===== src/rtl/victim_wb_buffer_pkg.sv =====
// Shared encodings and address-field layout for the victim write-back buffer.
package victim_wb_buffer_pkg;

  // Address layout shared with cache4way: {tag, index, word offset, byte offset}
  localparam int unsigned BYTE_OFFSET_W = 2;
  localparam int unsigned WORD_OFFSET_W = 2;
  localparam int unsigned LINE_OFFSET_W = WORD_OFFSET_W + BYTE_OFFSET_W;
  localparam int unsigned INDEX_W       = 6;
  localparam int unsigned TAG_LSB       = LINE_OFFSET_W + INDEX_W;

  typedef logic [1:0] ent_state_t;
  typedef logic [1:0] drain_state_t;

  // Line entry states
  localparam ent_state_t ENT_FREE = 2'd0;
  localparam ent_state_t ENT_FILL = 2'd1;
  localparam ent_state_t ENT_FULL = 2'd2;

  // Drain FSM states
  localparam drain_state_t DRAIN_IDLE    = 2'd0;
  localparam drain_state_t DRAIN_WRITE   = 2'd1;
  localparam drain_state_t DRAIN_RELEASE = 2'd2;

endpackage


===== src/rtl/victim_wb_buffer_line_entry.sv =====
// One write-back line entry: word storage, arrival mask, state and address compare.
module wb_line_entry
  import victim_wb_buffer_pkg::*;
#(
  parameter int unsigned WORD_WIDTH        = 32,
  parameter int unsigned WORD_NUM          = 4,
  parameter int unsigned WORD_OFFSET_WIDTH = 2,
  parameter int unsigned LINE_ADR_WIDTH    = 28
) (
  input  logic                         clk,
  input  logic                         rst_n,
  input  logic                         alloc,
  input  logic [LINE_ADR_WIDTH-1:0]    alloc_adr,
  input  logic                         wr_en,
  input  logic [WORD_OFFSET_WIDTH-1:0] wr_word,
  input  logic [WORD_WIDTH-1:0]        wr_dat,
  input  logic                         free,
  input  logic [WORD_OFFSET_WIDTH-1:0] rd_word,
  output logic [WORD_WIDTH-1:0]        rd_dat,
  output ent_state_t                   state,
  output logic [LINE_ADR_WIDTH-1:0]    line_adr,
  input  logic [LINE_ADR_WIDTH-1:0]    lkp_line,
  output logic                         lkp_hit,
  output logic                         fill_done
);

  logic [WORD_WIDTH-1:0] data [WORD_NUM];
  logic [WORD_NUM-1:0]   mask;
  logic [WORD_NUM-1:0]   mask_next;
  logic [WORD_NUM-1:0]   word_bit;
  logic                  filling;

  assign word_bit = WORD_NUM'(1) << wr_word;
  assign filling  = alloc || (state == ENT_FILL);

  // Arrival mask after this cycle's word; a same-cycle alloc starts from empty
  always_comb begin
    mask_next = mask;
    if (alloc) begin
      mask_next = wr_en ? word_bit : '0;
    end else if ((state == ENT_FILL) && wr_en) begin
      mask_next = mask | word_bit;
    end
  end

  assign fill_done = filling && (&mask_next);

  // Entry lifecycle FREE -> FILL -> FULL -> FREE
  always_ff @(posedge clk or negedge rst_n) begin
    if (!rst_n) begin
      state    <= ENT_FREE;
      mask     <= '0;
      line_adr <= '0;
    end else if (alloc) begin
      state    <= (&mask_next) ? ENT_FULL : ENT_FILL;
      mask     <= mask_next;
      line_adr <= alloc_adr;
    end else if (free) begin
      state <= ENT_FREE;
    end else if (state == ENT_FILL) begin
      mask <= mask_next;
      if (&mask_next) begin
        state <= ENT_FULL;
      end
    end
  end

  // Word storage; a repeated index simply overwrites
  always_ff @(posedge clk or negedge rst_n) begin
    if (!rst_n) begin
      for (int unsigned i = 0; i < WORD_NUM; i++) begin
        data[i] <= '0;
      end
    end else if (filling && wr_en) begin
      data[wr_word] <= wr_dat;
    end
  end

  assign rd_dat  = data[rd_word];
  assign lkp_hit = (state != ENT_FREE) && (lkp_line == line_adr);

endmodule


===== src/rtl/victim_wb_buffer.sv =====
// Victim write-back buffer: collects dirty victim lines and drains them word by word.
module victim_wb_buffer
  import victim_wb_buffer_pkg::*;
#(
  parameter int unsigned WORD_WIDTH        = 32,
  parameter int unsigned ADR_WIDTH         = 32,
  parameter int unsigned WORD_NUM          = 4,
  parameter int unsigned WORD_OFFSET_WIDTH = WORD_OFFSET_W,
  parameter int unsigned BYTE_OFFSET_WIDTH = BYTE_OFFSET_W,
  parameter int unsigned DEPTH             = 2
) (
  input  logic                         clk,
  input  logic                         rst_n,
  input  logic                         vic_start_i,
  input  logic                         vic_dirty_i,
  input  logic [ADR_WIDTH-1:0]         vic_adr_i,
  input  logic                         vic_valid_i,
  input  logic [WORD_OFFSET_WIDTH-1:0] vic_word_i,
  input  logic [WORD_WIDTH-1:0]        vic_dat_i,
  output logic                         vic_ready_o,
  output logic                         mem_wr_req_o,
  output logic [ADR_WIDTH-1:0]         mem_wr_adr_o,
  output logic [WORD_WIDTH-1:0]        mem_wr_dat_o,
  input  logic                         mem_wr_ack_i,
  input  logic [ADR_WIDTH-1:0]         lkp_adr_i,
  output logic                         lkp_hit_o,
  output logic                         empty_o,
  output logic                         err_o
);

  localparam int unsigned LINE_LSB       = WORD_OFFSET_WIDTH + BYTE_OFFSET_WIDTH;
  localparam int unsigned LINE_ADR_WIDTH = ADR_WIDTH - LINE_LSB;
  localparam int unsigned PTR_W          = $clog2(DEPTH);
  localparam int unsigned CNT_W          = PTR_W + 1;

  logic [PTR_W-1:0]             head;
  logic [PTR_W-1:0]             tail;
  logic [CNT_W-1:0]             count;
  drain_state_t                 drain_state;
  logic [WORD_OFFSET_WIDTH-1:0] cnt;

  ent_state_t                   ent_state   [DEPTH];
  logic [LINE_ADR_WIDTH-1:0]    ent_line    [DEPTH];
  logic [WORD_WIDTH-1:0]        ent_rd_dat  [DEPTH];
  logic [DEPTH-1:0]             ent_hit;
  logic [DEPTH-1:0]             ent_fill_done;
  logic [DEPTH-1:0]             ent_busy;

  logic fill_active;
  logic alloc_ok;
  logic clean_start;
  logic drop_words;
  logic release_head;
  logic unused_adr_bits;

  assign fill_active  = (ent_state[tail] == ENT_FILL);
  assign vic_ready_o  = (count != CNT_W'(DEPTH)) && !fill_active;
  assign alloc_ok     = vic_start_i && vic_dirty_i && vic_ready_o;
  assign clean_start  = vic_start_i && !vic_dirty_i && vic_ready_o;
  assign release_head = (drain_state == DRAIN_RELEASE);

  for (genvar i = 0; i < DEPTH; i++) begin : g_entry
    wb_line_entry #(
      .WORD_WIDTH        (WORD_WIDTH),
      .WORD_NUM          (WORD_NUM),
      .WORD_OFFSET_WIDTH (WORD_OFFSET_WIDTH),
      .LINE_ADR_WIDTH    (LINE_ADR_WIDTH)
    ) u_entry (
      .clk       (clk),
      .rst_n     (rst_n),
      .alloc     (alloc_ok && (tail == PTR_W'(i))),
      .alloc_adr (vic_adr_i[ADR_WIDTH-1:LINE_LSB]),
      .wr_en     (vic_valid_i && (tail == PTR_W'(i)) && (alloc_ok || fill_active)),
      .wr_word   (vic_word_i),
      .wr_dat    (vic_dat_i),
      .free      (release_head && (head == PTR_W'(i))),
      .rd_word   (cnt),
      .rd_dat    (ent_rd_dat[i]),
      .state     (ent_state[i]),
      .line_adr  (ent_line[i]),
      .lkp_line  (lkp_adr_i[ADR_WIDTH-1:LINE_LSB]),
      .lkp_hit   (ent_hit[i]),
      .fill_done (ent_fill_done[i])
    );
    assign ent_busy[i] = (ent_state[i] != ENT_FREE);
  end

  // Fill pointer and allocated-entry count
  always_ff @(posedge clk or negedge rst_n) begin
    if (!rst_n) begin
      tail  <= '0;
      count <= '0;
    end else begin
      if (ent_fill_done[tail]) begin
        tail <= tail + PTR_W'(1);
      end
      case ({alloc_ok, release_head})
        2'b10:   count <= count + CNT_W'(1);
        2'b01:   count <= count - CNT_W'(1);
        default: count <= count;
      endcase
    end
  end

  // Sticky protocol error; words after a clean start are silently discarded
  always_ff @(posedge clk or negedge rst_n) begin
    if (!rst_n) begin
      err_o      <= 1'b0;
      drop_words <= 1'b0;
    end else begin
      if (vic_start_i) begin
        drop_words <= clean_start;
      end
      if ((vic_start_i && !vic_ready_o) ||
          (vic_valid_i && !fill_active && !alloc_ok && !clean_start && !drop_words)) begin
        err_o <= 1'b1;
      end
    end
  end

  // Drain FSM: write the head line in word order, then free it
  always_ff @(posedge clk or negedge rst_n) begin
    if (!rst_n) begin
      drain_state <= DRAIN_IDLE;
      cnt         <= '0;
      head        <= '0;
    end else begin
      case (drain_state)
        DRAIN_IDLE: begin
          if (ent_state[head] == ENT_FULL) begin
            drain_state <= DRAIN_WRITE;
            cnt         <= '0;
          end
        end
        DRAIN_WRITE: begin
          if (mem_wr_ack_i) begin
            if (cnt == WORD_OFFSET_WIDTH'(WORD_NUM - 1)) begin
              drain_state <= DRAIN_RELEASE;
            end else begin
              cnt <= cnt + WORD_OFFSET_WIDTH'(1);
            end
          end
        end
        DRAIN_RELEASE: begin
          head        <= head + PTR_W'(1);
          drain_state <= DRAIN_IDLE;
        end
        default: drain_state <= DRAIN_IDLE;
      endcase
    end
  end

  assign mem_wr_req_o = (drain_state == DRAIN_WRITE);
  assign mem_wr_adr_o = mem_wr_req_o ? {ent_line[head], cnt, {BYTE_OFFSET_WIDTH{1'b0}}} : '0;
  assign mem_wr_dat_o = mem_wr_req_o ? ent_rd_dat[head] : '0;

  assign lkp_hit_o = |ent_hit;
  assign empty_o   = ~|ent_busy;

  assign unused_adr_bits = ^{vic_adr_i[LINE_LSB-1:0], lkp_adr_i[LINE_LSB-1:0]};

endmodule


===== config.mk =====
export PLATFORM = sky130hd
export DESIGN_NAME = victim_wb_buffer
export DESIGN_NICKNAME = d
export VERILOG_FILES = /design/src/rtl/victim_wb_buffer_pkg.sv /design/src/rtl/victim_wb_buffer_line_entry.sv /design/src/rtl/victim_wb_buffer.sv
export SDC_FILE = /design/constraint.sdc
export NUM_CORES = 1
export LEC_CHECK = 0
export CAP_MARGIN = 20
export CORE_MARGIN = 4
export CORE_UTILIZATION = 45
export DETAILED_ROUTE_END_ITERATION = 10
export PLACE_DENSITY_LB_ADDON = 0.15
export RECOVER_POWER = 50
export SLEW_MARGIN = 15
export SYNTH_ARGS = -nofsm -noshare
export SYNTH_HDL_FRONTEND = slang
export SYNTH_SLANG_ARGS = --single-unit

===== constraint.sdc =====
create_clock -name clk -period 2.25 [get_ports clk]
set_input_delay 0.45 -clock clk [delete_from_list [all_inputs] [get_ports clk]]
set_output_delay 0.45 -clock clk [all_outputs]
set_load 0.01 [all_outputs]

# After elaboration in Yosys (flattened, before gate mapping)
# Index checks and enable logic that the tools add are counted.
[totals]
reg_bits = 334
input_bits = 104
output_inout_bits = 69
wordCells = 175
[op_classes]
add_sub_neg = 5
order_cmp = 6
n_eq_ne = 18
shifts = 1
mux = 57
n_bitwise = 8
n_reduce_logical = 59
[op_table]
columns = ["operator", "count"]
rows = [
  ["2-to-1 mux 32 bit", 10],
  ["bitwise mux 128 bit", 2],
  ["binary-select mux 32 bit (select 2 bit)", 2],
  ["2-to-1 mux 28 bit", 3],
  ["demux 32 bit (select 2 bit)", 1],
  ["== test 28 bit", 2],
  ["2-to-1 mux 4 bit", 12],
  ["2-to-1 mux 2 bit", 22],
  ["logical AND 1 bit", 27],
  ["one-hot mux 2 bit (2 select lines)", 3],
  ["AND reduction 4 bit", 3],
  ["nonzero test 2 bit", 6],
  ["nonzero test 3 bit", 4],
  ["== test 2 x 1 -> 1 bit (second input constant)", 5],
  ["== test 2 bit (second input constant)", 4],
  ["!= test 2 x 1 -> 1 bit (second input constant)", 4],
  ["OR 4 bit", 2],
  ["AND reduction 2 bit", 4],
  ["zero test 1 bit", 7],
  ["greater-or-equal comparator 3 bit (second input constant)", 2],
  ["!= test 2 bit (second input constant)", 3],
  ["inverter 2 -> 3 bit", 2],
  ["adder 2 x 1 -> 2 bit (second input constant)", 2],
  ["greater-or-equal comparator 2 bit (second input constant)", 2],
  ["other kinds (12)", 20],
]

# Logic depth before layout (Yosys ltp)
[logic_depth]
word_depth = 18
ltp_mapped = 11
mapped_depth_nobuf = 10

# By module
# A second synthesis with hierarchy kept.
[unflattened]
cells_unflattened = 1081
area_unflattened_um2 = 15871.5
[by_module_without_submodules]
columns = ["mod", "n_inst", "cells_each", "area_per_inst_um2", "seq_area_each_um2"]
rows = [
  ["wb_line_entry", 2, 440, 7161.9, 4053.9],
  ["victim_wb_buffer", 1, 201, 1547.7, 250.2],
]

# Worst setup path after synthesis
# OpenSTA, ideal clock, no wires.
[synth_path]
kind = "reg2out"
startpoint = "register cnt[0]"
endpoint = "output port mem_wr_dat_o[10]"
arrival_ns = 1.644
t_required_ns = 1.800
setup_slack_ns = 0.156
path_stages_with_launch = 5
path_buffers = 1
path_cell_list = "dfrtp_1 > clkbuf_1 > mux4_2 > mux2i_1 > nor2_1"
[synth_via]
elab_chain_cells = 8
elab_cells_between_ends = 11
cone_classes = "mux (10); bitwise (1)"
[synth_lines]
columns = ["item", "line", "source"]
rows = [
  ["start, declared", "victim_wb_buffer.sv:40", "logic [WORD_OFFSET_WIDTH-1:0] cnt;"],
  ["start signal, assigned", "victim_wb_buffer.sv:140", "cnt <= cnt + WORD_OFFSET_WIDTH'(1);"],
  ["inverter 2 -> 3 bit (implied by the code) (*)", "victim_wb_buffer_line_entry.sv:79", "assign rd_dat = data[rd_word];"],
  ["binary-select mux 32 bit (select 2 bit)", "victim_wb_buffer_line_entry.sv:79", ""],
  ["2-to-1 mux 32 bit (implied by the code) (2 in series)", "victim_wb_buffer_line_entry.sv:79", ""],
  ["2-to-1 mux 32 bit (implied by the code) (*) (3 in series)", "victim_wb_buffer.sv:155", "assign mem_wr_dat_o = mem_wr_req_o ? ent_rd_dat[head] : '0;"],
  ["2-to-1 mux 32 bit (*)", "victim_wb_buffer.sv:155", ""],
  ["end, declared", "victim_wb_buffer.sv:23", "output logic [WORD_WIDTH-1:0] mem_wr_dat_o,"],
]
# Every way passes the cells marked *; elsewhere a longest branch is shown, timed or not. The select of a mux whose other input is x is not followed.

# Final worst setup path
[layout_path]
startpoint = "register cnt[0]"
endpoint = "output port mem_wr_dat_o[16]"
# The elaborated chain is that of the path after synthesis.

==> results.toml <==
[pwr]
p_clk_share_pct = 21.0
seqPwrFrac_pct = 36.8
p_per_area_nw_per_um2 = 1390
irDropWorstVdd_v = 0.000683
combPwrFrac_pct = 42.2
p_leak_nw = 9.33
intPower_mw = 20.0
power_switching_mw = 9.06
swShare_pct = 31.2

[placed_design]
gp_congestion = 0.837
portBuffers = 162
dp_hpwl_um = 26700
place_ws_ps = -617

[final_layout]
final_common_cell = "dfrtp_1"
syn_to_final_growth_pct = 30.2
fillers = 2771
layout-drive-gt1-share_pct = 44.8
most-common-layout-cells = "330 x dfrtp_1, 243 x mux2_2, 104 x nand2_1, 94 x buf_4, 87 x clkdlybuf4s50_1"
n_antenna_cell = 0
finalNetCount = 1562

[outcome]
status = "finished with violations"
violations = "capacitance limit, slew limit, setup timing"

[yosys]
ys_seq_area_share_pct = 52.0
netlist_instances = 1157
synth-seq-cells = 334
syn_avg_cell_area_um2 = 13.9
synth_top_area_share_pct = 52.0
ys_warn_count = 0
syn-cell-area_um2 = 16100
synth_flop_cell = "dfrtp_1"
synth_async_sr_flop_share_pct = 100
synth_top_area_cell = "dfrtp_1"
synth-edff-count = 0
synth.distinct_cells = 60
synth_area_leaders = "dfrtp_1 52%, mux2_2 17%, mux4_2 9.0%"

[floorplan]
row_count = 68
start_util_pct = 46.1
fp.dieW_um = 197
die_h_um = 197
boundaryPins = 173
core-area_um2 = 34900
dieArea_um2 = 38800

[routing]
final_antenna_net_count = 0
first_pass_iters = 5
avgViaCountPerCell = 5.37
wl_um = 40600
drt_iter0_markers = 444
vias = 10400
routedWlPerCell_um = 21.0
drc = 0

[global_routing]
grt_pass1_vias = 11000
grt_remaining_overflow = 0
grt_max_degree = 98
grt.total_usage_pct = 21.0
antenna_found_initial = 0
grt_pass1_wl_um = 64500

[worst_setup_path]
crit_path_end_kind = "primary output"
critPathMaxFanout = 5
crit_path_start_kind = "flip-flop"
r2r_slack_ps = -100
critPathArrivalTime_ps = 2290
cp.required_ps = 1800
crit_type = "flip-flop to primary output"

[sta]
maxSlewViolCount = 26
fin_ws_ps = -492
fin_skew_ps = 23.0
setup_viol_count_final = 135
worstMarginPinSlew_ps = 1730
rsz0062_at_grt = "true"
slew_headroom_pct = -15.0
fmax_mhz = 365
hold_viol = 0
min_period_ps = 2740
finalHoldWorstSlack_ps = 473
fin_crit_sh_pct = 122

[clock_network]
cts_root_buf = "clkbuf_16"
cts_tree = "yes"
clk_path_buf_depth = 3
clock_latency_ps = 530
h-tree-depth = 2
cts_made_buffers = 38
clkTransAtPathRegs_ps = 60
cts_sinks = 334

[run]
cap_viol_max_count = 1

[hold_path]
hold_class = "flip-flop to flip-flop"
kinds of logic after synthesis:
logic type | after synthesis | share of synthesized area (%)
XOR/XNOR | 60 | 3.27
AO/OA/AOI/OAI | 42 | 1.89
adder cells (fa/ha/maj) | 2 | 0.156
other | 1 | 0.0233
AND/OR/NAND/NOR | 229 | 6.45
buffers and inverters | 78 | 2.82
multiplexers | 411 | 33.4
flip-flops | 334 | 52.0
area by class of cell:
| cell class | instances | area (um2) | share of cell area (%) |
|---|---|---|---|
| sequential | 334 | 8370 | 40.0 |
| multi-input combinational | 746 | 7460 | 35.6 |
| timing repair buffer | 327 | 3270 | 15.6 |
| clock buffer | 55 | 1110 | 5.28 |
| tap | 455 | 569 | 2.72 |
| clock inverter | 12 | 131 | 0.627 |
| inverter | 9 | 33.8 | 0.161 |
through the flow:
step	setup TNS, ps	util, %	cell area (um2)	total power [mW]	std cells
floorplan	0	-	16100	17.5	1158
global placement	-32260	55.2	19300	21.8	1830
detailed placement	-40760	55.2	19300	22.2	1830
CTS	-14550	59.8	20900	29.0	1928
global route	-101430	60.0	20900	30.8	1938
finish	-23160	60.0	20900	29.1	1938
worst paths after layout:
check / cells past startpoint / startpoint / to
setup / recovery: 7 / cnt[0] / mem_wr_dat_o[16]
hold / removal: 1 / count[1] / count[1]
setup reg to reg: 7 / head / cnt[0]
hold reg to reg: 1 / count[1] / count[1]
max in group asynchronous: 4 / rst_n / g_entry[0].u_entry.data[91]
min in group asynchronous: 2 / rst_n / g_entry[0].u_entry.mask[0]
state kept, by name, indices dropped and copies added (netlist names):
signal / flops
cnt: 2
g_entry.u_entry.mask: 8
count: 2
drain_state: 2
tail: 1
g_entry.u_entry.data: 256
g_entry.u_entry.state: 4
head: 1
g_entry.u_entry.line_adr: 56
err_o: 1
drop_words: 1
cell usage after synthesis (2+ instances only):
library cell  number
dfrtp_1          334
mux2_2           243
nand2_1          105
nor2_1            68
mux4_2            64
mux2i_1           62
xnor2_1           36
mux2_4            29
xor2_1            24
clkbuf_1          19
buf_2             17
buf_4             15
mux2_1            13
buf_6             11
nand4_1           11
nor4_1            11
inv_1              9
o21ai_0            9
a21oi_1            7
buf_1              6
nand2b_1           6
a22o_1             4
nor2b_1            4
a31oi_1            3
nand2_4            3
nand3_1            3
o22ai_1            3
a21o_1             2
and2b_1            2
ha_1               2
nand4b_1           2
nor2b_2            2
power by group through the flow:
stage / logic [mW] / clock network (mW) / registers [mW]
after floorplan: 7.38 / 0 / 10.1
after global placement: 11.1 / 0 / 10.7
after detailed placement: 11.3 / 0 / 10.8
after CTS: 12.1 / 6.25 / 10.7
after global routing: 13.3 / 6.49 / 11.1
final: 12.3 / 6.10 / 10.7
what timing repair did:
action | in CTS | in global routing
gates cloned | 4 | 1
hold buffers | 1 | 0
setup endpoints to repair | 66 | 63
resized for setup | 232 | 76
hold endpoints to repair | 22 | 0
pin swaps | 18 | 31
buffers inserted | 27 | 10
critical path, stage by stage (launching register included):
cell     delay, ps
dfrtp_4        510
buf_12         170
buf_16         140
buf_12         120
mux4_2         410
mux2i_1        170
nor2_1         100
buf_2          150
per-layer routing:
layer	share of wire, %	routed length, um	global-route usage (%)
met4	1.6	660	4.06
met1	46	18700	31.1
met5	0	0	0
met3	4.8	1940	3.14
met2	48	19300	33.5
No activity file was read; power rests on OpenSTA's default activity.
